### config.mk
export PLATFORM = sky130hd
export DESIGN_NAME = spu_sm_reci_norm
export DESIGN_NICKNAME = d
export VERILOG_FILES = /design/src/rtl/spu_sm_reci_norm.sv
export SDC_FILE = /design/constraint.sdc
export NUM_CORES = 2
export LEC_CHECK = 0
export BUFFER_PORTS_ARGS = -buffer_cell sky130_fd_sc_hd__buf_2
export CAP_MARGIN = 20
export CORE_MARGIN = 10
export CORE_UTILIZATION = 50
export CTS_BUF_LIST = sky130_fd_sc_hd__clkbuf_4
export CTS_CLUSTER_SIZE = 28
export DETAILED_ROUTE_END_ITERATION = 6
export PLACE_DENSITY = 0.67
export SLEW_MARGIN = 30
export SYNTH_ARGS = -nofsm -noshare
export SYNTH_HDL_FRONTEND = slang
export SYNTH_SLANG_ARGS = --single-unit
### constraint.sdc
create_clock -name core_clk -period 5.7 [get_ports core_clk]
set_clock_uncertainty 0.1 [all_clocks]
set_input_delay 0.285 -clock core_clk [delete_from_list [all_inputs] [get_ports core_clk]]
set_output_delay 0.285 -clock core_clk [all_outputs]
set_load 0.05 [all_outputs]
### src/rtl/spu_sm_reci_norm.sv
// Softmax normalizer: accumulates exp lanes, computes 2^RECI_W / sum by
// restoring division, then scales exp lanes into 8-bit probabilities.
//
// Ports:
//   core_clk            sole clock, rising edge
//   rst                 synchronous active-high reset
//   sm_state[2:0]       softmax phase: IDLE=000 EU_STAGE_A=001 RECI=011
//                       EU_STAGE_B=100 MAX=101 (MAX and unlisted codes hold state)
//   exp_valid           exp lanes valid this cycle
//   exp_q_0..exp_q_3    unsigned 8-bit exp-unit outputs
//   reci_done           reciprocal ready, level until sm_state returns to IDLE
//   sum_ovf             sticky accumulator saturation flag
//   dout_valid          normalized lanes valid (one cycle after the input beat)
//   dout_q_0..dout_q_3  probabilities, scale 2^-8
module spu_sm_reci_norm #(
    parameter int SUM_W  = 18,
    parameter int RECI_W = 24
) (
    input  logic       core_clk,
    input  logic       rst,
    input  logic [2:0] sm_state,
    input  logic       exp_valid,
    input  logic [7:0] exp_q_0,
    input  logic [7:0] exp_q_1,
    input  logic [7:0] exp_q_2,
    input  logic [7:0] exp_q_3,
    output logic       reci_done,
    output logic       sum_ovf,
    output logic       dout_valid,
    output logic [7:0] dout_q_0,
    output logic [7:0] dout_q_1,
    output logic [7:0] dout_q_2,
    output logic [7:0] dout_q_3
);

    localparam logic [2:0] SM_IDLE = 3'b000;
    localparam logic [2:0] SM_EU_A = 3'b001;
    localparam logic [2:0] SM_RECI = 3'b011;
    localparam logic [2:0] SM_EU_B = 3'b100;

    localparam logic [1:0] S_IDLE = 2'd0;
    localparam logic [1:0] S_ACC  = 2'd1;
    localparam logic [1:0] S_DIV  = 2'd2;
    localparam logic [1:0] S_DONE = 2'd3;

    localparam int CNT_W = $clog2(RECI_W + 1);

    logic [1:0]        fsm;
    logic [SUM_W-1:0]  sum;
    logic [SUM_W-1:0]  rem;
    logic [RECI_W:0]   quo;
    logic [CNT_W-1:0]  cnt;
    logic [RECI_W-1:0] recip;

    // Four-lane add; the carry bit of acc_full flags saturation.
    logic [9:0]       lane_sum;
    logic [SUM_W:0]   acc_full;

    assign lane_sum = {2'b0, exp_q_0} + {2'b0, exp_q_1}
                    + {2'b0, exp_q_2} + {2'b0, exp_q_3};
    assign acc_full = {1'b0, sum} + (SUM_W + 1)'(lane_sum);

    // One restoring-division step. The dividend 2^RECI_W is a single 1
    // followed by zeros, so the start cycle shifts in the 1 and performs
    // the first iteration itself. With sum==0 every trial succeeds and the
    // quotient fills with ones, which saturates naturally.
    logic              div_start;
    logic [SUM_W-1:0]  rem_in;
    logic [RECI_W:0]   quo_in;
    logic [SUM_W:0]    trial;
    logic              q_bit;
    logic [SUM_W-1:0]  rem_nxt;
    logic [RECI_W:0]   quo_nxt;
    logic [RECI_W-1:0] recip_nxt;

    assign div_start = (sm_state == SM_RECI)
                    && (fsm == S_IDLE || fsm == S_ACC);

    always_comb begin
        rem_in    = div_start ? '0 : rem;
        quo_in    = div_start ? '0 : quo;
        trial     = {rem_in, div_start};
        q_bit     = (trial >= {1'b0, sum});
        rem_nxt   = q_bit ? SUM_W'(trial - {1'b0, sum})
                          : trial[SUM_W-1:0];
        quo_nxt   = {quo_in[RECI_W-1:0], q_bit};
        recip_nxt = quo_nxt[RECI_W] ? '1 : quo_nxt[RECI_W-1:0];
    end

    function automatic logic [7:0] norm(input logic [7:0] e,
                                        input logic [RECI_W-1:0] r);
        logic [31:0] p;
        p = 32'(e) * 32'(r);
        return (p[31:24] != 8'd0) ? 8'hff : p[23:16];
    endfunction

    always_ff @(posedge core_clk) begin
        if (rst) begin
            fsm        <= S_IDLE;
            sum        <= '0;
            rem        <= '0;
            quo        <= '0;
            cnt        <= '0;
            recip      <= '0;
            sum_ovf    <= 1'b0;
            reci_done  <= 1'b0;
            dout_valid <= 1'b0;
            dout_q_0   <= '0;
            dout_q_1   <= '0;
            dout_q_2   <= '0;
            dout_q_3   <= '0;
        end else begin
            dout_valid <= 1'b0;
            if (sm_state == SM_IDLE) begin
                fsm       <= S_IDLE;
                sum       <= '0;
                sum_ovf   <= 1'b0;
                reci_done <= 1'b0;
            end else if (fsm == S_DIV && sm_state != SM_RECI) begin
                // Abort: previous reciprocal is kept.
                fsm       <= S_IDLE;
                sum       <= '0;
                reci_done <= 1'b0;
            end else begin
                case (fsm)
                    S_IDLE, S_ACC: begin
                        if (sm_state == SM_EU_A && exp_valid) begin
                            fsm <= S_ACC;
                            if (acc_full[SUM_W]) begin
                                sum     <= '1;
                                sum_ovf <= 1'b1;
                            end else begin
                                sum <= acc_full[SUM_W-1:0];
                            end
                        end else if (div_start) begin
                            fsm <= S_DIV;
                            rem <= rem_nxt;
                            quo <= quo_nxt;
                            cnt <= CNT_W'(1);
                        end
                    end
                    S_DIV: begin
                        rem <= rem_nxt;
                        quo <= quo_nxt;
                        cnt <= cnt + CNT_W'(1);
                        if (cnt == CNT_W'(RECI_W)) begin
                            recip     <= recip_nxt;
                            reci_done <= 1'b1;
                            fsm       <= S_DONE;
                        end
                    end
                    S_DONE: begin
                        if (sm_state == SM_EU_B && exp_valid) begin
                            dout_q_0   <= norm(exp_q_0, recip);
                            dout_q_1   <= norm(exp_q_1, recip);
                            dout_q_2   <= norm(exp_q_2, recip);
                            dout_q_3   <= norm(exp_q_3, recip);
                            dout_valid <= 1'b1;
                        end
                    end
                    default: fsm <= S_IDLE;
                endcase
            end
        end
    end

endmodule

* Word-level counts from Yosys, hierarchy flattened
Index checks and enable logic that the tools add are counted.
** Word-level totals
- Flip-flop bits (word level) :: 126
- Input port bits :: 38
- Output and inout bits :: 35
- Logic and storage cells :: 85
** Cells by class
- Add/sub/neg operators :: 6
- Multipliers :: 4
- Magnitude comparators :: 1
- Equality and inequality tests :: 12
- Mux-type cells :: 23
- Bitwise operators :: 3
- Reduce and logical (&&, ||, !) cells :: 23
** Operators with widths (count)
- $mul A8 B24 Y32 :: 4
- $mux W24 :: 4
- $mux W18 :: 5
- $pmux W24 S2 :: 1
- $pmux W18 S2 :: 1
- $mux W8 :: 4
- $reduce_bool A8 Y1 :: 4
- $add A18 B10 Y19 :: 1
- $ge A19 B18 Y1 :: 1
- $sub A18 B18 Y18 :: 1
- $reduce_and A4 Y1 :: 3
- $add A10 B8 Y10 :: 1
- $add A9 B8 Y10 :: 1
- $mux W5 :: 2
- $pmux W5 S2 :: 1
- $add A8 B8 Y9 :: 1
- $mux W2 :: 3
- $add A5 B1 Y5 const B :: 1
- $eq A5 B5 Y1 const B :: 1
- $reduce_and A5 Y1 :: 1
- $eq A2 B2 Y1 const B :: 2
- $logic_and A1 B1 Y1 :: 4
- $ne A2 B2 Y1 const B :: 2
- $pmux W2 S2 :: 1
- 18 further kinds :: 22

* Logic depth before layout (Yosys ltp)
- Depth in word-level cells :: 9
- Mapped depth :: 21
- Depth with buffers taken out :: 19

* Worst setup path before layout
No wires, ideal clock.
- Path kind :: register to register
- From :: register recip[1]
- To :: register dout_q_0[1]
- Data arrival time :: 5214 ps
- Data required time :: 5481 ps
- Path slack :: 267 ps
- Cell stages (with the launch flop) :: 20
- Path buffers :: 2
- Clock period less this slack :: 5433 ps
- Path through :: dfxtp_1 -> clkbuf_1 -> clkbuf_1 -> and2_1 -> fa_1 -> fa_1 -> fa_1 -> inv_1 -> fa_1 -> inv_1 -> ha_1 -> a21o_1 -> a221oi_1 -> o211ai_1 -> a21oi_2 -> a2111oi_0 -> or4_1 -> nor4_2 -> nand3_2 -> o221a_2
** On the way
- Word-level cells in the longest chain between the ends :: 3
** Ends and longest elaborated chain
- start: declaration :: line 53 : logic [RECI_W-1:0] recip;
- start signal: assignment :: line 147 : recip <= recip_nxt;
- $mul A8 B24 Y32 * :: line 93 : p = 32'(e) * 32'(r);
- $reduce_bool A8 Y1 :: line 94 : return (p[31:24] != 8'd0) ? 8'hff : p[23:16];
- $mux W8 * :: line 94
- end signal: assignment :: line 154 : dout_q_0 <= norm(exp_q_0, recip);
- end: declaration :: line 30 : output logic [7:0] dout_q_0,
Every way passes the cells marked *; elsewhere a longest branch is shown, timed or not.
A chain may end at the register's enable or synchronous reset.

* Worst setup path after layout
- From :: register recip[11]
- To :: register dout_q_3[1]
** On the way
- Word-level cells in the longest chain between the ends :: 3
** Ends and longest elaborated chain
- $mul A8 B24 Y32 * :: line 93
- $reduce_bool A8 Y1 :: line 94
- $mux W8 * :: line 94
- end signal: assignment :: line 157 : dout_q_3 <= norm(exp_q_3, recip);
- end: declaration :: line 33 : output logic [7:0] dout_q_3
Marked as above.

==> out/metrics.csv <==
metric;value;unit
global route overflow;0;
routed wl met3;4689;um
Top Ports;73;
Hold Path Class;input port to flop;
Gate Count Post-Synth;3334;
Vias;22710;
initial DRC count;1231;
Ys Warns;0;
placed instance area;31190;um2
Mapped Area;29360;um2
register area share after synthesis;8.592;%
placed insts;4120;
Pins Over Slew Limit;0;
Root Driver;clkbuf_4;
largest net degree at the start of global routing;58;
vias in the first global route;23310;
CTS tree;built;
H-tree level count;4;
fraction of layout instances using a drive strength above 1;9.005;%
Initial Util;50.69;%
post-synthesis async set-or-reset flop share;0;%
max cap viols;0;
Placement Rows;88;
clock sink count;126;
Finish-stage setup viols;0;
post-route minimum period;5.506;ns
via-per-instance ratio;5.447;
area delta synth->final;8.298;%
clk_lat worst skew;0.71;ns
Post-synth EDFFs;0;
worst path cell trace;buf_12 > and2_1 > fa_1 > fa_2 > fa_1 > inv_1 > fa_1 > inv_1 > ha_1 > nand2_1 > o211ai_1 > a221oi_1 > buf_4 > o31ai_4 > a21boi_2 > buf_4 > o2111ai_1 > o311ai_1 > a2111oi_4 > buf_4 > a21oi_1;
post-synthesis register bit count;126;
Die Width;262.3;um
Critical Path End Type;flop;
CP peak stage delay;0.58;ns
initial antenna violation count;10;
final period utilization;96.59;%
Pre-antenna DRT Iters;7;
Crit path arrival time;5.99;ns
sequential cell area;2554;um2
clk slew on worst S/H paths;0.15;ns
CP max stage cell;fa_1;
startpoint type of the worst setup path;flop;
Num CTS Buffers;17;
Critical Path Fanout Max;17;
height of the die;262.3;um
fmax;181.6;MHz
fill count;5360;
syn_nets;4151;
ys flop type;dfxtp_1;
Core Footprint;57920;um2
GRT Util Overall;21.22;%
Synth cell types;78;
top layer in use;met5;
DIE AREA;68810;um2
port bufs;72;
Worst Tran Pin Value;0.9816;ns
DRT Wirelength;73820;um
Buf+Inv Stages, Crit Path;6;
critical setup path kind;flop to flop;
status;finished clean;
post-route insts no fill;4170;
Power Density;71.88;nW/um2
M1 WL;32820;um
top cell family by delay on the critical path;adder cells;
Non-Filler Cell Area, Final;31790;um2
Post-DP HPWL;57090;um
Syn Area/Cell;8.805;um2
setup TNS;0;ns
Layout Nets;4202;
DRC Markers;0;
metal2 WL;34570;um
max_slew headroom;34.56;%
area taken by multi-input logic gates;24220;um2
clock buffer depth;2;
number of routed nets with antenna violations;0;
leakage power;16.44;nW
DR WL/cell;17.70;um
peak supply drop;0.1533;mV
first-pass GRT wire length;120600;um
Final GP Congestion;0.8636;
Critical Path RT;6.19;ns
Hold Fails Final Rpt;0;
==> synthesized netlist by cell type, drive strengths merged, types with 4 or more instances <==
master	count	area, um2
nand4	25	156.4
a2111oi	7	105.1
or3	8	50.05
fa	548	10970
inv	534	2004
mux2i	19	190.2
o21a	16	120.1
nor2	84	320.3
and2	643	4023
a31oi	24	150.1
nor3	23	115.1
o31ai	6	58.81
nand2	237	889.6
ha	231	2890
o221a	6	67.56
a221oi	9	91.34
o2111ai	6	52.55
o21ai	108	544.3
o211ai	30	225.2
dfxtp	126	2522
nand2b	11	68.82
or2	6	37.54
clkbuf	182	683.2
nand3	22	115.1
xnor2	35	306.5
nor4	8	71.32
nor3b	5	37.54
o22ai	4	25.02
nand3b	6	45.04
a21oi	158	794.5
nor2b	10	62.56
a211o	5	43.79
a22oi	24	180.2
a21boi	11	82.58
and3	14	87.58
a21o	50	376.6
a211oi	13	115.1
xor2	28	245.2
o21bai	12	90.09
==> registers in the layout, indices dropped and copies added (netlist names) <==
| name | flops |
|---|---|
| dout_valid | 1 |
| fsm | 2 |
| sum_ovf | 1 |
| cnt | 5 |
| dout_q_0 | 8 |
| dout_q_2 | 8 |
| recip | 24 |
| quo | 24 |
| sum | 18 |
| rem | 18 |
| dout_q_3 | 8 |
| dout_q_1 | 8 |
| reci_done | 1 |
==> per-stage QoR <==
step	hold WS, ns	total power, W	setup slack, ns	util [%]
2_1_floorplan	0.3353	0.001374	0.2671	-
3_3_place_gp	0.3480	0.001577	-0.06227	53.82
3_5_place_dp	0.3459	0.001581	-0.1178	53.85
4_1_cts	0.007265	0.002304	0.01976	54.47
5_1_grt	0.04502	0.002414	-0.01183	54.89
6_report	0.09478	0.002285	0.1944	54.90
==> routing by layer <==
metal  global-route usage (%)  vias up
met5                        0        -
met2                    34.94      532
met3                    3.682       98
met4                    6.077       10
li1                         -    10610
met1                    28.20    11470
==> kinds of logic (layout without fill, tap and decap cells) <==
logic type      count (synthesis)  after routing  share of synthesized area, %
other cells                     0              7                             0
fa+ha+maj                     779            779                         47.21
buf+inv                       721            785                         9.227
xor+xnor                       63             63                         1.880
mux                            21             21                        0.7245
flops                         126            126                         8.592
compound gates                512            512                         11.35
simple gates                 1112           1112                         21.01
==> path summary, 6_finish.rpt <==
path	startpoint	endpoint	slack, ns	depth (start not counted)
max	recip[11]$_SDFFE_PP0P_	dout_q_3[1]$_SDFFE_PP0P_	0.19	21
min	rst	quo[1]$_SDFFE_PP0P_	0.09	3
max reg2reg	recip[11]$_SDFFE_PP0P_	dout_q_3[1]$_SDFFE_PP0P_	0.19	21
min reg2reg	sum_ovf$_SDFFE_PP0P_	sum_ovf$_SDFFE_PP0P_	0.36	2
==> layout by cell type (no fill, tap or decap), drive strengths merged, types with 8 or more instances in the layout <==
master	synthesis	routed
nand2b	11	11
nand3	22	22
ha	231	231
o21bai	12	12
a21boi	11	11
a221oi	9	9
nor4	8	8
nand2	237	237
o21a	16	16
a211oi	13	13
xor2	28	28
a22oi	24	24
inv	534	539
xnor2	35	35
dfxtp	126	126
mux2i	19	19
nor3	23	23
buf	3	208
and3	14	14
nand4	25	25
and2	643	643
fa	548	548
o211ai	30	30
a21oi	158	158
or3	8	8
a31oi	24	24
nor2b	10	10
clkbuf	182	22
a21o	50	50
nor2	84	84
o21ai	108	108
==> cell type report <==
type / count / share of cell area, %
Clock inverter: 14 / 0.4959
Tap cell: 765 / 3.011
Clock buffer: 18 / 0.4250
Timing Repair Buffer: 217 / 5.455
Sequential cell: 126 / 8.032
Inverter: 536 / 6.336
Multi-Input combinational cell: 2487 / 76.19
Antenna cell: 7 / 0.05510
==> what timing repair did <==
item | 4_1_cts | 5_1_grt
pin swaps | 0 | 7
endpoints found under the hold margin | 3 | 0
endpoints found under the setup margin | 30 | 30
hold buffers | 5 | 0
gates cloned | 0 | 4
setup buffers | 0 | 2
resized for setup | 4 | 44
==> worst min-delay path, stage by stage <==
cell	delay, ns
buf_2	0.09
buf_4	0.31
nor2_1	0.16
==> power by group <==
part           switching (W)  internal, W  leakage (nW)  total (W)
clock network       0.000442     0.000271         0.144   0.000713
logic               0.000413     0.000261          15.3   0.000675
registers         0.00000823     0.000889          1.03   0.000898
(Power assumes the default switching activity.)
